**config.mk**
```make
export PLATFORM = sky130hd
export DESIGN_NAME = mux2to1_arbiter
export DESIGN_NICKNAME = d
export VERILOG_FILES = /design/src/rtl/mux2to1_arbiter_pkg.sv /design/src/rtl/mux2to1_arbiter_mux.sv /design/src/rtl/mux2to1_arbiter.sv
export SDC_FILE = /design/constraint.sdc
export NUM_CORES = 1
export LEC_CHECK = 0
export BUFFER_PORTS_ARGS = -buffer_cell sky130_fd_sc_hd__buf_2
export CORE_MARGIN = 4
export CORE_UTILIZATION = 45
export CTS_CLUSTER_SIZE = 12
export DETAILED_ROUTE_END_ITERATION = 8
export GPL_TIMING_DRIVEN = 0
export HOLD_SLACK_MARGIN = 0.02
export PLACE_DENSITY = 0.82
export SYNTH_ARGS = -nofsm -noshare
export SYNTH_HDL_FRONTEND = slang
export SYNTH_HIERARCHICAL = 1
export SYNTH_SLANG_ARGS = --single-unit
```
**constraint.sdc**
```tcl
create_clock -name clk -period 2.85 [get_ports clk]
set_input_delay 0.1425 -clock clk [delete_from_list [all_inputs] [get_ports clk]]
set_output_delay 0.1425 -clock clk [all_outputs]
set_load 0.03 [all_outputs]
```
**src/rtl/mux2to1_arbiter_pkg.sv**
```systemverilog
// Shared definitions for the round-robin mux2to1 arbiter: FSM state encoding
// and the default data width / hold-time constants.
package mux2to1_arbiter_pkg;

    typedef enum logic [1:0] {
        IDLE = 2'd0,
        G0   = 2'd1,
        G1   = 2'd2
    } arb_state_t;

    localparam int DEFAULT_WIDTH    = 32;
    localparam int DEFAULT_MAX_HOLD = 4;

endpackage

```
**src/rtl/mux2to1_arbiter_mux.sv**
```systemverilog
// The existing two-input mux shared by both requesters; purely combinational.
module mux2to1 #(
    parameter int WIDTH = 32
) (
    input  logic [WIDTH-1:0] i0,
    input  logic [WIDTH-1:0] i1,
    input  logic             sel,
    output logic [WIDTH-1:0] muxout
);

    assign muxout = sel ? i1 : i0;

endmodule

```
**src/rtl/mux2to1_arbiter.sv**
```systemverilog
// Round-robin grant FSM with bounded hold time driving the shared mux select,
// plus a registered output stage tagged with valid and source.
module mux2to1_arbiter
    import mux2to1_arbiter_pkg::*;
#(
    parameter int WIDTH    = DEFAULT_WIDTH,
    parameter int MAX_HOLD = DEFAULT_MAX_HOLD
) (
    input  logic             clk,
    input  logic             rst_n,
    input  logic             req0,
    input  logic             req1,
    input  logic [WIDTH-1:0] i0,
    input  logic [WIDTH-1:0] i1,
    output logic             gnt0,
    output logic             gnt1,
    output logic             sel,
    output logic [WIDTH-1:0] out_data,
    output logic             out_valid,
    output logic             out_src
);

    localparam int HW = $clog2(MAX_HOLD) + 1;
    localparam logic [HW-1:0] HOLD_LAST = HW'(MAX_HOLD - 1);

    arb_state_t        state, state_nxt;
    logic [HW-1:0]     hold_cnt, hold_nxt;
    logic              last_served, last_nxt;
    logic [WIDTH-1:0]  muxout;
    logic              xfer;

    mux2to1 #(.WIDTH(WIDTH)) u_mux (
        .i0     (i0),
        .i1     (i1),
        .sel    (sel),
        .muxout (muxout)
    );

    assign gnt0 = (state == G0);
    assign gnt1 = (state == G1);
    assign sel  = gnt1;
    assign xfer = (gnt0 & req0) | (gnt1 & req1);

    always_comb begin
        state_nxt = state;
        hold_nxt  = hold_cnt;
        last_nxt  = last_served;
        case (state)
            IDLE: begin
                if (req0 && req1)
                    state_nxt = last_served ? G0 : G1;
                else if (req0)
                    state_nxt = G0;
                else if (req1)
                    state_nxt = G1;
            end
            G0: begin
                if (!req0)
                    state_nxt = req1 ? G1 : IDLE;
                else if (hold_cnt == HOLD_LAST) begin
                    // Rotate only if the partner is waiting; otherwise restart the window.
                    if (req1)
                        state_nxt = G1;
                    else
                        hold_nxt = '0;
                end else
                    hold_nxt = hold_cnt + 1'b1;
            end
            G1: begin
                if (!req1)
                    state_nxt = req0 ? G0 : IDLE;
                else if (hold_cnt == HOLD_LAST) begin
                    if (req0)
                        state_nxt = G0;
                    else
                        hold_nxt = '0;
                end else
                    hold_nxt = hold_cnt + 1'b1;
            end
            default: state_nxt = IDLE;
        endcase

        // Any fresh grant starts a new hold window and records its owner.
        if (state_nxt != state && state_nxt == G0) begin
            hold_nxt = '0;
            last_nxt = 1'b0;
        end else if (state_nxt != state && state_nxt == G1) begin
            hold_nxt = '0;
            last_nxt = 1'b1;
        end
    end

    always_ff @(posedge clk) begin
        if (!rst_n) begin
            state       <= IDLE;
            hold_cnt    <= '0;
            last_served <= 1'b1;
        end else begin
            state       <= state_nxt;
            hold_cnt    <= hold_nxt;
            last_served <= last_nxt;
        end
    end

    always_ff @(posedge clk) begin
        if (!rst_n) begin
            out_valid <= 1'b0;
            out_data  <= '0;
            out_src   <= 1'b0;
        end else begin
            out_valid <= xfer;
            if (xfer) begin
                out_data <= muxout;
                out_src  <= sel;
            end
        end
    end

endmodule

```
# ---- Word level (Yosys, flattened, before mapping)
# Index checks and enable logic that the tools add are counted.
dict set report totals {
  ff_bits 40
  inputBits 68
  elab_cells 51
}
dict set report op_classes {
  n_addsub 1
  eq_ne 10
  n_mux 22
  bitwise 4
  n_reduce_logical 8
}
# cell count
set op_table {}
lappend op_table {{32-bit 2-to-1 mux} 1}
lappend op_table {{2-bit 2-to-1 mux} 10}
lappend op_table {{3-bit 2-to-1 mux} 6}
lappend op_table {{3-bit != test, second input constant} 2}
lappend op_table {{2-bit one-hot mux with 3 select lines} 1}
lappend op_table {{3-bit one-hot mux with 2 select lines} 1}
lappend op_table {{5-bit AND reduction} 1}
lappend op_table {{2-bit by 1-bit equality test with 1-bit output, second input constant} 2}
lappend op_table {{2-bit equality test, second input constant} 2}
lappend op_table {{2-bit != test, second input constant} 2}
lappend op_table {{2-bit nonzero test} 2}
lappend op_table {{3-bit by 1-bit adder with 3-bit output, second input constant} 1}
lappend op_table {{3-bit by 2-bit equality test with 1-bit output, second input constant} 1}
lappend op_table {{1-bit logical AND} 3}
lappend op_table {{1-bit 2-to-1 mux} 3}
lappend op_table {{3-bit OR reduction} 1}
lappend op_table {{1-bit AND} 2}
lappend op_table {{2-bit zero test} 1}
lappend op_table {{2-bit != test} 1}
lappend op_table {{1-bit NOT} 1}
lappend op_table {{1-bit bitwise OR} 1}

# ---- Longest topological paths before layout
dict set report depth {
  depth_word 8
  mapped_depth 7
  ltp_nobuf 7
}

# ---- Cells and area by module
# Netlist, hierarchy kept.
# mod n_inst cells_per_inst area_each_um2 seq_area_each_um2
set by_module_without_submodules {}
lappend by_module_without_submodules {mux2to1_arbiter 1 203 1747.9 800.8}
lappend by_module_without_submodules {mux2to1 1 36 544.3 0.0}

# ---- Worst setup path after synthesis
# No wires, ideal clock.
dict set report synth_path {
  kind {reg-to-reg}
  from {register state[1]}
  to {register hold_cnt[1]}
  arrival_ns 1.775
  required_ns 2.763
  setup_slack_ns 0.987
  stages_incl_launch_ff 8
  path_buffers 0
  path_cell_list {dfxtp_1 > inv_1 > ha_1 > and2_4 > o21ai_0 > a21oi_1 > o211a_1 > nor4b_2}
}
dict set report synth_via {
  word_cells_on_any_way 25
  cone_classes {9 x eq/ne; 10 x mux; 6 x reduce/logical}
}
# element line_no
set synth_lines {}
lappend synth_lines {{start, declared} mux2to1_arbiter.sv:26} ;# arb_state_t state, state_nxt;
lappend synth_lines {{start signal, assigned} mux2to1_arbiter.sv:99} ;# state <= state_nxt;
lappend synth_lines {{2-bit by 1-bit equality test with 1-bit output *} -}
lappend synth_lines {{named net gnt0} mux2to1_arbiter.sv:15} ;# output logic gnt0,
lappend synth_lines {{2-bit one-hot mux with 3 select lines} mux2to1_arbiter.sv:48} ;# case (state)
lappend synth_lines {{2-bit != test, or another cell as far along} {mux2to1_arbiter.sv:84, mux2to1_arbiter.sv:87}}
lappend synth_lines {{1-bit logical AND, on equally long branches} {mux2to1_arbiter.sv:84, mux2to1_arbiter.sv:87}}
lappend synth_lines {{3-bit OR reduction (no source line)} -}
lappend synth_lines {{end signal, assigned} mux2to1_arbiter.sv:100} ;# hold_cnt <= hold_nxt;
lappend synth_lines {{end, declared} mux2to1_arbiter.sv:27} ;# logic [HW-1:0] hold_cnt, hold_nxt;
# The timed path passes the listed nets; every way through them passes the cells marked *.
# A chain may end at the register's enable or synchronous reset.

# ---- Final worst setup path
dict set report layout_path {
  from {register state[1]}
  to {register hold_cnt[1]}
}
dict set report layout_via {
  elab_chain_len 7
  word_cells_on_any_way 25
  cone_classes {9 x eq/ne; 10 x mux; 6 x reduce/logical}
}
# element line_no
set layout_rtl {}
lappend layout_rtl {{2-bit 2-to-1 mux, on equally long branches} {mux2to1_arbiter.sv:73, mux2to1_arbiter.sv:54, mux2to1_arbiter.sv:62}}
lappend layout_rtl {{2-bit 2-to-1 mux, on equally long branches} {mux2to1_arbiter.sv:72, mux2to1_arbiter.sv:52, mux2to1_arbiter.sv:60}}
lappend layout_rtl {{2-bit 2-to-1 mux, on equally long branches} {mux2to1_arbiter.sv:70, mux2to1_arbiter.sv:50, mux2to1_arbiter.sv:58}}
lappend layout_rtl {{2-bit one-hot mux with 3 select lines} mux2to1_arbiter.sv:48}
lappend layout_rtl {{2-bit != test, or another cell as far along} {mux2to1_arbiter.sv:84, mux2to1_arbiter.sv:87}}
lappend layout_rtl {{1-bit logical AND, on equally long branches} {mux2to1_arbiter.sv:84, mux2to1_arbiter.sv:87}}
lappend layout_rtl {{3-bit OR reduction (no source line)} -}
# Several ways; a longest one is shown, not always the timed one.

==> metrics.txt <==
overall power=1.70 mW; Yosys top cell by area=dfxtp_1; Final TNS setup=0 ns; Pre-antenna DRT Iters=4; Area Growth Syn to Fin=30.6%; IO Count=105; Worst-path clk slew=0.07 ns; largest net degree at the start of global routing=13; Max-Slew Margin vs Limit=68.7%; CP Launch Type=flop; Synth top area share=34.9%; post-synthesis cell type count=37; DRT Wirelength=5620 microns; Required @ worst endpoint=3.05 ns; Core Footprint=0.00482 sq mm; Post-synth top cells=nand2_1, dfxtp_1, mux2_4; DPL Wire Length=4380 microns; synthesized area=0.00229 sq mm; register area share after synthesis=34.9%; Num CTS Buffers=5; Async S/R FF share, synth=0%; aggregate global-route resource usage=17.8%; Pleak=1.40 nW; Final Hold Fails=0; maxcap violations=0; drt via density=4.89; Placer Congestion=0.828; maximum VDD drop=0.290 mV; Yosys reg bits=40; initial antenna violation count=0; vias in the first global route=1990; port bufs=102; HP Class=input pin to flop; arrival time worst endpoint=2.18 ns; final net count=421; Post-Syn Area per Cell=9.59 sq um; PD cells=569 mW/mm^2; die area=0.00630 sq mm; Root Driver=clkbuf_8; Syn Inst Count=239; Initial Util=47.6%; # clock sinks=40; final cycle utilization of the critical path=69.3%; clk_lat worst skew=0.29 ns; most common cell in the netlist=nand2_1; Fmax=0.506 GHz; Reg2Reg Depth=7; first-pass GRT wire length=8780 microns; die width=79.4 microns; DRT iter0 DRCs=61; synthesized net count=312; Hold Buf Count CTS=0; Post-synth EDFFs=0; # DRC=0; GRT overflow=0; hold slack final=0.225 ns; Synth Flop Type=dfxtp_1; antenna diode count=0; synth warn=6; CTS tree=done; Worst Setup Slack, final=0.875 ns; DR WL/cell=13.5 microns; clk buf depth=2; routed vias=2036; Worst setup EP type=flop; Setup Skew=0.00642 ns; highest fanout seen on the critical path=6; Die Span Y=79.4 microns; dpl ws=0.877 ns; Final min period=1.97 ns; final antenna-violating net count=0; outcome=finished, final reports clean; Finished Layout Cells=416; Slew Limit Fails=0; Post-CTS Setup Inserts=0; post-CTS sizing=0; H-tree depth=2; Tightest Pin Transition=0.470 ns; CP Class=flop to flop; unrepaired setup endpoints after global routing=false; num rows=25; Final setup viols=0; Placed Instances=408; Hold Path Cell Cnt=3; dominant cells by area after synthesis=dfxtp_1, mux2_4, nand2_1; layout cells sized above 1=45.0%
[critical path, cell delays in order, from the launching register on]
cell and delay, ns:
dfxtp_1 0.44, inv_1 0.11, ha_1 0.27, and2_4 0.21
o21ai_0 0.15, a21oi_1 0.15, o211a_1 0.32, nor4b_2 0.25
[final timing paths]
path | slack [ns] | to | startpoint
min reg2reg | 0.45 | out_data[29] | out_data[29]
max reg2reg | 0.88 | hold_cnt[1] | state[1]
min | 0.23 | last_served | rst_n
max | 0.88 | hold_cnt[1] | state[1]
[kinds of logic after synthesis]
group	Yosys count	synth area share, %
AO/OA/AOI/OAI	53	17.8
adder cells (fa/ha/maj)	5	2.73
buffers and inverters	19	6.11
flip-flops	40	34.9
multiplexers	33	21.1
AND/OR/NAND/NOR	89	17.4
[layout by cell type (no fill, tap or decap), types with 2 or more instances in the layout]
master     instances
and2_1             2
inv_1              2
clkbuf_1           8
a21o_1             2
a21boi_0          28
nand3b_1           2
nor3_1             2
mux2_4            30
nor2_1             3
buf_2            106
nand2_1           67
nand2b_1           7
mux2_2             2
buf_12             3
dfxtp_1           40
a2bb2oi_2          2
ha_1               5
a21boi_1           6
a21oi_1            4
buf_4              2
clkbuf_8           5
o21ai_0            3
[flip-flops by register name, indices dropped and copies added, names as in the netlist]
signal       cells
out_src          1
out_valid        1
last_served      1
hold_cnt         3
state            2
out_data        32
[power breakdown]
part | total, mW | internal [mW] | switching [mW] | leakage, nW
logic | 0.613 | 0.283 | 0.331 | 1.02
clock network | 0.448 | 0.260 | 0.188 | 0.0552
registers | 0.643 | 0.613 | 0.0300 | 0.325
total | 1.70 | 1.16 | 0.549 | 1.40
[layout make-up]
class / count / area [sq um]
Inverter: 2 / 7.51
Clock buffer: 6 / 72.6
Buffer: 17 / 133
Sequential cell: 40 / 801
Multi-Input combinational cell: 180 / 1350
Tap cell: 67 / 83.8
Clock inverter: 2 / 35.0
Fill cell: 458 / 1820
Timing Repair Buffer: 102 / 510
[metrics by stage]
step,cell area (sq um),util (%)
CTS,2990,62.2
global route,2990,62.2
detailed placement,2890,59.9
global placement,2890,59.9
floorplan,2290,-
finish,2990,62.2
[per-layer routing]
metal / vias to the layer above / wire (microns) / track usage (%) / share of wire (%)
met3: 2 / 390 / 4.29 / 6.9
met5: - / 0 / 0 / 0
met2: 67 / 2840 / 32.6 / 50
met1: 939 / 2360 / 19.8 / 42
li1: 1028 / - / - / -
met4: 0 / 29 / 6.70 / 0.52
Power figures use the tool's default switching activity.
